===== src/rtl/dmem_rmw_ctrl.sv =====
`default_nettype none
// ============================================================================
// Module   : dmem_rmw_ctrl
// Purpose  : Data-memory access controller between an RV32I load/store unit
//            and a single-port synchronous word RAM without byte enables.
//            Word stores are written directly; byte/halfword stores use a
//            read-modify-write sequence; loads select the addressed lane and
//            sign- or zero-extend it.
// Ports    :
//   clk, reset       clock; asynchronous active-high reset
//   req_valid/ready  request handshake (ready only in IDLE)
//   req_we           1 = store, 0 = load
//   req_addr         byte address (DEPTH_LOG+2 bits)
//   req_size         00 byte, 01 halfword, 10 word, 11 illegal
//   req_unsigned     load zero-extend (1) / sign-extend (0)
//   req_wdata        store data, value in the low bits
//   resp_valid       one-cycle completion pulse
//   resp_err         misaligned / illegal-size flag, valid with resp_valid
//   resp_rdata       load result or written word, held until next response
//   mem_en           RAM write strobe
//   mem_addr         RAM word address, registered at accept
//   mem_di           RAM write data
//   mem_do           RAM registered read data / write echo
// Revision : 1.0 - initial release
// ============================================================================
module dmem_rmw_ctrl #(
  parameter int DEPTH_LOG = 8
) (
  input  logic                   clk,
  input  logic                   reset,
  input  logic                   req_valid,
  output logic                   req_ready,
  input  logic                   req_we,
  input  logic [DEPTH_LOG+1:0]   req_addr,
  input  logic [1:0]             req_size,
  input  logic                   req_unsigned,
  input  logic [31:0]            req_wdata,
  output logic                   resp_valid,
  output logic                   resp_err,
  output logic [31:0]            resp_rdata,
  output logic                   mem_en,
  output logic [DEPTH_LOG-1:0]   mem_addr,
  output logic [31:0]            mem_di,
  input  logic [31:0]            mem_do
);

  localparam logic [1:0] SZ_BYTE = 2'b00;
  localparam logic [1:0] SZ_HALF = 2'b01;
  localparam logic [1:0] SZ_WORD = 2'b10;
  localparam logic [1:0] SZ_ILL  = 2'b11;

  typedef enum logic [2:0] {
    IDLE = 3'd0,
    RD   = 3'd1,
    MRG  = 3'd2,
    WR   = 3'd3,
    RESP = 3'd4
  } state_t;

  state_t      state;
  logic        we_q;
  logic [1:0]  lane_q;
  logic [1:0]  size_q;
  logic        uns_q;
  logic [31:0] wdata_q;

  logic        addr_err;
  logic [31:0] merged;
  logic [31:0] extracted;

  // Insert the store value into the addressed lane of the old word.
  function automatic logic [31:0] merge_word(input logic [31:0] old_w,
                                             input logic [31:0] wd,
                                             input logic [1:0]  size,
                                             input logic [1:0]  lane);
    logic [31:0] mask;
    logic [31:0] ins;
    case (size)
      SZ_BYTE: begin
        mask = 32'h0000_00FF << {lane, 3'b000};
        ins  = {24'h0, wd[7:0]} << {lane, 3'b000};
      end
      SZ_HALF: begin
        mask = 32'h0000_FFFF << {lane[1], 4'b0000};
        ins  = {16'h0, wd[15:0]} << {lane[1], 4'b0000};
      end
      default: begin
        mask = 32'hFFFF_FFFF;
        ins  = wd;
      end
    endcase
    return (old_w & ~mask) | ins;
  endfunction

  // Select the addressed lane and extend it to 32 bits.
  function automatic logic [31:0] extract_word(input logic [31:0] w,
                                               input logic [1:0]  size,
                                               input logic [1:0]  lane,
                                               input logic        uns);
    logic [31:0] sh;
    logic [31:0] res;
    case (size)
      SZ_BYTE: begin
        sh  = w >> {lane, 3'b000};
        res = {{24{~uns & sh[7]}}, sh[7:0]};
      end
      SZ_HALF: begin
        sh  = w >> {lane[1], 4'b0000};
        res = {{16{~uns & sh[15]}}, sh[15:0]};
      end
      default: begin
        sh  = w;
        res = sh;
      end
    endcase
    return res;
  endfunction

  assign addr_err = (req_size == SZ_ILL)
                  | ((req_size == SZ_HALF) & req_addr[0])
                  | ((req_size == SZ_WORD) & (|req_addr[1:0]));

  assign merged    = merge_word(mem_do, wdata_q, size_q, lane_q);
  assign extracted = extract_word(mem_do, size_q, lane_q, uns_q);

  // Strobes decode straight from state so an asynchronous reset kills a
  // pending write immediately, before the edge that would commit it.
  assign req_ready = (state == IDLE);
  assign mem_en    = (state == WR) | ((state == MRG) & we_q);
  assign mem_di    = (state == WR) ? wdata_q : merged;

  always_ff @(posedge clk or posedge reset) begin
    if (reset) begin
      state      <= IDLE;
      we_q       <= 1'b0;
      lane_q     <= 2'b00;
      size_q     <= 2'b00;
      uns_q      <= 1'b0;
      wdata_q    <= 32'h0;
      mem_addr   <= '0;
      resp_valid <= 1'b0;
      resp_err   <= 1'b0;
      resp_rdata <= 32'h0;
    end else begin
      resp_valid <= 1'b0;
      case (state)
        IDLE: begin
          if (req_valid) begin
            we_q     <= req_we;
            lane_q   <= req_addr[1:0];
            size_q   <= req_size;
            uns_q    <= req_unsigned;
            wdata_q  <= req_wdata;
            mem_addr <= req_addr[DEPTH_LOG+1:2];
            if (addr_err) begin
              state      <= RESP;
              resp_valid <= 1'b1;
              resp_err   <= 1'b1;
              resp_rdata <= 32'h0;
            end else if (req_we && (req_size == SZ_WORD)) begin
              state <= WR;
            end else begin
              state <= RD;
            end
          end
        end
        RD: begin
          state <= MRG;
        end
        MRG: begin
          state      <= RESP;
          resp_valid <= 1'b1;
          resp_err   <= 1'b0;
          resp_rdata <= we_q ? merged : extracted;
        end
        WR: begin
          // The RAM's write echo on mem_do only appears after this edge;
          // the captured store word is exactly what it will echo.
          state      <= RESP;
          resp_valid <= 1'b1;
          resp_err   <= 1'b0;
          resp_rdata <= wdata_q;
        end
        RESP: begin
          state <= IDLE;
        end
        default: begin
          state <= IDLE;
        end
      endcase
    end
  end

endmodule
`default_nettype wire

===== config.mk =====
export PLATFORM = sky130hd
export DESIGN_NAME = dmem_rmw_ctrl
export DESIGN_NICKNAME = d
export VERILOG_FILES = /design/src/rtl/dmem_rmw_ctrl.sv
export SDC_FILE = /design/constraint.sdc
export NUM_CORES = 1
export LEC_CHECK = 0
export ABC_AREA = 1
export CORE_ASPECT_RATIO = 1.1
export CORE_MARGIN = 4
export CORE_UTILIZATION = 44
export DETAILED_ROUTE_END_ITERATION = 8
export PLACE_DENSITY = 0.8
export REMOVE_ABC_BUFFERS = 1
export SLEW_MARGIN = 15
export SYNTH_ARGS = -nofsm -noshare
export SYNTH_HDL_FRONTEND = slang
export SYNTH_SLANG_ARGS = --single-unit
export TNS_END_PERCENT = 50

===== constraint.sdc =====
create_clock -name clk -period 2.94 [get_ports clk]
set_clock_uncertainty 0.2 [all_clocks]
set_input_delay 0.882 -clock clk [delete_from_list [all_inputs] [get_ports clk]]
set_output_delay 0.882 -clock clk [all_outputs]
set_load 0.1 [all_outputs]

==> summary.md, run 1 <==
| Metric | Value |
|---|---|
| CP Capture Type | `primary output` |
| CTS root buf | `clkbuf_16` |
| Global-route wire length before repair | `32500 um` |
| Failing checks | `negative setup slack` |
| Min cycle time layout | `3.06 ns` |
| Skew-Pair Late Insertion Delay | `0.35 ns` |
| TritonRoute pass-1 iters | `6` |
| Diodes inserted | `0` |
| Hold Vio Cnt, Final | `0` |
| Fmax | `327 MHz` |
| Nets | `1082` |
| Post-synthesis sequential area ratio | `39.0%` |
| Syn Std Cell Area | `5320 sq um` |
| DP HPWL | `12900 um` |
| Mux cell area share after synthesis | `7.83%` |
| Die W | `113 um` |
| Final ANT Viol Nets | `0` |
| Compound-Gate Fraction of Synth Area | `7.27%` |
| Synth area leader | `dfrtp_1` |
| First-iteration detailed-routing DRC count | `830` |
| Layout area overhead | `68.5%` |
| Largest net degree at the start of global routing | `58` |
| Placement Cell Area | `7750 sq um` |
| FF-to-FF Start | `size_q[0]` |
| CTS sink cnt | `83` |
| Total Routing Usage GR | `29.5%` |
| Setup WS post-layout | `-0.116 ns` |
| Post-synthesis adder-cell area fraction | `0%` |
| Worst setup endpoint | `mem_di[10]` |
| Ys async rst share | `100%` |
| Worst reg2reg setup slack | `-0.06 ns` |
| Launching element type of the critical path | `flip-flop` |
| Max Slew Vio Count | `0` |
| WP data arrival | `1.97 ns` |
| Commonest cells post-synth | `nand2_1 (258), nand3_1 (142), dfrtp_1 (83)` |
| Clk pin slew, worst setup/hold paths | `0.06 ns` |
| TritonCTS clock tree | `yes` |
| Routed wire per std cell | `18.6 um` |
| Unique cell type count in the Yosys netlist | `31` |
| Final instance area | `8970 sq um` |
| DRC violations left | `0` |
| Critical path class | `reg2out` |
| Initial Util | `45.7%` |
| RSZ-0062 raised after global routing | `yes` |
| Mean area per synthesized cell | `7.11 sq um` |
| Num ports | `157` |
| Number of synthesized register bits | `83` |
| CTS HTree Levels | `3` |
| Slew HR | `56.3%` |
| Required @ worst endpoint | `1.86 ns` |
| Most common cell on crit path | `nand2_8` |
| Fin crit share | `104%` |
| Yosys warns | `0` |
| Post-synth EDFFs | `0` |
| Fillers | `768` |
| Vias in the first global route | `6685` |
| GP Congestion | `0.900` |
| Max Buffers Root-to-Sink | `2` |
| Share of cells above drive strength 1 | `35.3%` |
| Post-synth top area share | `39.0%` |
| Critical path cell sequence | `inv_2 -> nand2_8 -> nand2_8 -> inv_6 -> nor2_4 -> buf_6 -> a21oi_2 -> o21ai_1 -> buf_4 -> buf_12` |
| Vias per inst | `5.80` |
| Congestion Overflow GR | `0` |
| CP Buf/Inv Count | `5` |
| Vert. Die Dim | `123 um` |
| Die area | `13900 sq um` |
| Most frequent cell after synthesis | `nand2_1` |
| Ys flop type | `dfrtp_1` |
| Crit. path cell count | `10` |
| Final setup fails | `31` |
| Largest family of logic cells by synthesized area | `simple AND/OR/NAND/NOR gates` |
| Crit path max fanout | `5` |
| Initial antenna violation count | `0` |
| Drt total wl | `21500 um` |
| Slowest stage delay, CP | `0.42 ns` |
| Status | `finished, violations left` |
| CP delay by family, top | `buffers and inverters` |
| RR Endpoint | `resp_rdata[8]` |
| Synth Instances | `748` |
| R2R depth | `22` |
| Hold-fix buffers, CTS | `0` |
| Worst setup path startpoint | `size_q[0]` |
| Cell row count | `41` |
| IO Port Bufs | `156` |
| CTS buffer count | `9` |
| Simple-Gate Fraction of Synth Area | `38.7%` |
| Slowest CP cell | `dfrtp_1` |
| Worst hold path type | `reg2reg` |
| Xor and xnor area share after synthesis | `0%` |
| Max-cap check violation count | `0` |
| Worst-margin pin slew | `0.656 ns` |
| Top cells by area, synth | `dfrtp_1 (39%), nand2_1 (18%), nand3_1 (13%)` |
| Core Box Area | `11600 sq um` |
| Total number of vias | `6703` |
## cell families (layout without fill, tap and decap cells)
logic type      after synthesis  count (layout)
buf+inv                      86             344
mux                          37              37
simple gates                467             467
compound gates               75              75
flops                        83              83
## timing repair
action,in CTS,in global routing
resized for setup,88,66
pin swaps,20,20
endpoints found under the setup margin,32,33
cloned,3,2
buffers inserted,33,14
## sequential cells by signal, indices dropped and copies added (netlist names)
signal and flops:
wdata_q 32, lane_q 2, uns_q 1, mem_addr 8, state 3, size_q 2, resp_valid 1, resp_rdata 32
we_q 1, resp_err 1
## per-layer routing
metal | vias up | share of wire (%) | track usage (%)
li1 | 3013 | - | -
met3 | 100 | 11 | 7.24
met4 | 0 | 4.9 | 18.3
met2 | 463 | 48 | 49.3
met5 | - | 0 | 0
met1 | 3127 | 36 | 34.2
## worst reg2reg max path, stage by stage, from the launching register on
cell and delay, ns:
dfrtp_1 0.42, inv_2 0.15, nand2_8 0.09, nand2_8 0.10, inv_6 0.05, buf_6 0.14, nand2_2 0.06, nand2_2 0.06
buf_4 0.13, buf_4 0.12, buf_4 0.12, buf_4 0.12, buf_4 0.12, buf_4 0.12, buf_4 0.12, buf_4 0.12
buf_4 0.12, buf_4 0.12, buf_4 0.12, inv_1 0.06, nand3_1 0.06, nand3_1 0.10, nand3_1 0.07
## layout make-up
| cell class | instances | area (sq um) | area share, % |
|---|---|---|---|
| Tap cell | 150 | 188 | 2.09 |
| Clock buffer | 12 | 256 | 2.86 |
| Multi-Input combinational cell | 579 | 3200 | 35.6 |
| Sequential cell | 83 | 2080 | 23.2 |
| Inverter | 45 | 191 | 2.13 |
| Timing Repair Buffer | 283 | 2980 | 33.3 |
| Clock inverter | 4 | 72.6 | 0.809 |
## layout by cell type (no fill, tap or decap), drive strengths merged, types with 3 or more instances in the layout
cell type / n
and2: 5
nor2: 32
nand4: 17
and3: 3
a21oi: 43
clkdlybuf4s50: 63
inv: 40
clkbuf: 14
o21ai: 29
clkinv: 5
nand3: 144
dfrtp: 83
o21a: 3
mux2: 37
dlygate4sd2: 17
nand2: 262
buf: 201
## metrics by stage
step / hold WS [ns] / utilization (%) / std cells / worst slack [ns] / setup TNS (ns)
2_1_floorplan: 0.295 / - / 707 / -2.15 / -90.56
3_3_place_gp: 0.281 / 66.5 / 1089 / -0.278 / -2.73
3_5_place_dp: 0.283 / 66.5 / 1089 / -0.302 / -2.96
4_1_cts: 0.301 / 73.7 / 1141 / -0.0412 / -0.387
5_1_grt: 0.318 / 77.0 / 1156 / -0.188 / -3.94
6_report: 0.298 / 77.0 / 1156 / -0.116 / -1.67
## worst min path at each step
stage               cells past startpoint        endpoint  slack, ns           start
finish                                  2   resp_rdata[2]       0.30   resp_rdata[2]
global placement                        2   resp_rdata[5]       0.28   resp_rdata[5]
CTS                                     2   resp_rdata[2]       0.30   resp_rdata[2]
floorplan                               2  resp_rdata[24]       0.29     wdata_q[24]
global route                            2   resp_rdata[8]       0.32   resp_rdata[8]
detailed placement                      2  resp_rdata[11]       0.28  resp_rdata[11]
Power of run 1 is not shown: default switching activity piles up to over one toggle a cycle in this logic, so the estimate is an artifact.
==> inputs of run 2 (changes only) <==
--- a/config.mk
+++ b/config.mk
@@ -16,4 +16,3 @@
 export SYNTH_ARGS = -nofsm -noshare
 export SYNTH_HDL_FRONTEND = slang
 export SYNTH_SLANG_ARGS = --single-unit
-export TNS_END_PERCENT = 50
==> run 2 against run 1 <==
Effect of this change: the flow still finishes with violations (negative setup slack); wire length is 4.3% higher; register-to-register slack worse by 0.02 ns; sequential share of layout area is 0.50 points lower; worst setup slack better by 0.0088 ns; core utilization is 1.6 points higher; non-clock buffer count is 24 higher; critical path depth stayed put; count of clock-buffer cells in the layout stayed put; worst hold slack better by 0.00085 ns; global-route usage is 0.80 points higher; via count is 2.5% higher; critical path type unchanged.
==> summary.md, run 2 (same netlist as run 1, synthesis figures left out) <==
| Metric | Value |
|---|---|
| Clk pin slew, worst setup/hold paths | `0.06 ns (about the same)` |
| Slowest stage delay, CP | `0.46 ns (+0.04 ns)` |
| Hold Vio Cnt, Final | `0 (unchanged)` |
| Cell row count | `41 (unchanged)` |
| Pwr Density | `1360 nW/um^2` |
| Max-cap check violation count | `0 (unchanged)` |
| First-iteration detailed-routing DRC count | `725 (-13%)` |
| Fmax | `328 MHz (+0.29%)` |
| Setup WS post-layout | `-0.107 ns (+0.00876 ns)` |
| Launching element type of the critical path | `flip-flop` |
| Fin util | `78.7% (+1.6 points)` |
| Min cycle time layout | `3.05 ns (-0.00876 ns)` |
| Largest net degree at the start of global routing | `58 (unchanged)` |
| Critical path class | `reg2out` |
| Total Routing Usage GR | `30.3% (+0.80 points)` |
| DP Worst Slack | `-0.302 ns (unchanged)` |
| Final Hold Slack | `0.299 ns (+0.000853 ns)` |
| Initial antenna violation count | `0 (unchanged)` |
| Worst-margin pin slew | `0.659 ns (+0.00344 ns)` |
| GP Congestion | `0.900 (unchanged)` |
| CTS sink cnt | `83 (unchanged)` |
| Die W | `113 um (unchanged)` |
| Final setup TNS | `-2.01 ns (-0.336 ns)` |
| DRC violations left | `0 (unchanged)` |
| Initial Util | `45.7% (unchanged)` |
| Failing checks | `negative setup slack` |
| Final setup fails | `33 (+6.5%)` |
| Congestion Overflow GR | `0 (unchanged)` |
| Required @ worst endpoint | `1.86 ns (about the same)` |
| Worst VDD drop | `1.15 mV` |
| IO Port Bufs | `156 (unchanged)` |
| Num ports | `157 (unchanged)` |
| Critical path cell sequence | `inv_4 -> nand2_2 -> nor2_4 -> buf_6 -> nand2_1 -> nand2_2 -> a21oi_2 -> o21ai_2 -> buf_4 -> buf_12` |
| Met1 GRT Util | `35.4% (+1.2 points)` |
| Grt met3 use | `7.10% (-0.15 points)` |
| DP HPWL | `12900 um (unchanged)` |
| Met2 usage | `50.1% (+0.81 points)` |
| Commonest non-fill, non-tap cell in the layout | `nand2_1` |
| Worst hold path type | `reg2reg` |
| Most frequent cells in the layout | `nand2_1 (211), buf_4 (164), nand3_1 (131), dfrtp_1 (80), clkdlybuf4s50_1 (58)` |
| Final ANT Viol Nets | `0 (unchanged)` |
| Crit path max fanout | `6 (+1)` |
| Grt peak-use layer | `met2` |
| CP delay by family, top | `buffers and inverters` |
| Die area | `13900 sq um (unchanged)` |
| Largest registers | `resp_rdata: 32 flops, wdata_q: 32 flops, mem_addr: 8 flops` |
| Leakage | `4.50 nW` |
| CTS buffer count | `9 (unchanged)` |
| CP Capture Type | `primary output` |
| Max Buffers Root-to-Sink | `2 (unchanged)` |
| Status | `finished, violations left` |
| CP Buf/Inv Count | `4 (-1)` |
| Routed wire per std cell | `19.0 um (+2.2%)` |
| Total power | `12.5 mW` |
| Vias in the first global route | `6864 (+2.7%)` |
| CTS root buf | `clkbuf_16` |
| TritonCTS clock tree | `yes` |
| Drt total wl | `22400 um (+4.3%)` |
| Core Box Area | `11600 sq um (unchanged)` |
| Most common cell on crit path | `nand2_2` |
| CTS HTree Levels | `3 (unchanged)` |
| Diodes inserted | `0 (unchanged)` |
| Skew-Pair Late Insertion Delay | `0.35 ns (about the same)` |
| Max Slew Vio Count | `0 (unchanged)` |
| Layout area overhead | `72.1%` |
| Global-route wire length before repair | `33400 um (+2.8%)` |
| Share of cells above drive strength 1 | `36.9% (+1.6 points)` |
| Hold-fix buffers, CTS | `0 (unchanged)` |
| WP data arrival | `1.97 ns (about the same)` |
| Nets | `1106 (+2.2%)` |
| Vert. Die Dim | `123 um (unchanged)` |
| Slew HR | `56.1% (-0.23 points)` |
| Vias per inst | `5.82 (+0.39%)` |
| Total number of vias | `6869 (+2.5%)` |
| Fin crit share | `104% (-0.30 points)` |
| Slowest CP cell | `dfrtp_2` |
| RSZ-0062 raised after global routing | `yes` |
| TritonRoute pass-1 iters | `5 (-1)` |
==> run 2: final cells by class <==
class	instances	area [sq um]
multi-input cells	579	3210
repair buffers	307	3160
fillers	721	2490
flip-flops and latches	83	2080
clock buffers	12	256
inverters	45	189
well taps	150	188
clock inverters	4	72.6
==> run 2: worst reg2reg max path, stage by stage (launching register included) <==
cell     delay [ns]
dfrtp_2        0.43
inv_4          0.10
nand2_4        0.09
nand2_4        0.11
inv_6          0.05
buf_4          0.14
nand2_2        0.07
nand2_4        0.05
buf_4          0.13
buf_4          0.13
buf_4          0.12
buf_4          0.12
buf_4          0.12
buf_4          0.12
buf_4          0.12
buf_4          0.12
buf_4          0.12
buf_4          0.12
buf_4          0.12
inv_1          0.05
nand3_1        0.08
nand3_1        0.12
nand3_1        0.08
==> run 2: report_power, final <==
part | switching [mW] | internal [mW] | total, mW | leakage (nW)
sequential | 0.352 | 1.54 | 1.89 | 1.02
clock | 0.483 | 0.790 | 1.27 | 0.159
combinational | 6.16 | 3.18 | 9.34 | 3.32
==> run 2: worst paths after layout <==
path | start | endpoint | slack, ns | cells after the start
worst min-delay path | resp_rdata[2] | resp_rdata[2] | 0.30 | 2
max in group asynchronous | reset | wdata_q[24] | 1.47 | 3
min in group asynchronous | reset | mem_addr[2] | 0.54 | 2
worst max-delay path | lane_q[1] | mem_di[14] | -0.11 | 10
worst max register to register | size_q[1] | resp_rdata[11] | -0.08 | 22
worst min register to register | resp_rdata[2] | resp_rdata[2] | 0.30 | 2
==> run 2: per-layer routing <==
metal / wire length [um] / up-vias
met4: 1390 / 0
li1: - / 3043
met1: 8090 / 3171
met5: 0 / -
met3: 2480 / 144
met2: 10400 / 511
==> run 2: what timing repair did <==
action / CTS / global route
buffers inserted: 56 / 15
setup endpoints to repair: 32 / 35
pin swaps: 26 / 25
resized for setup: 95 / 65
cloned: 3 / 3
==> run 2: metrics by stage <==
| step | instance area [sq um] | std cells |
|---|---|---|
| after CTS | 8770 | 1164 |
| after floorplan | 5110 | 707 |
| after global placement | 7750 | 1089 |
| final | 9160 | 1180 |
| after detailed placement | 7750 | 1089 |
| after global routing | 9160 | 1180 |
Note: power is estimated with default switching activity, not from simulation.
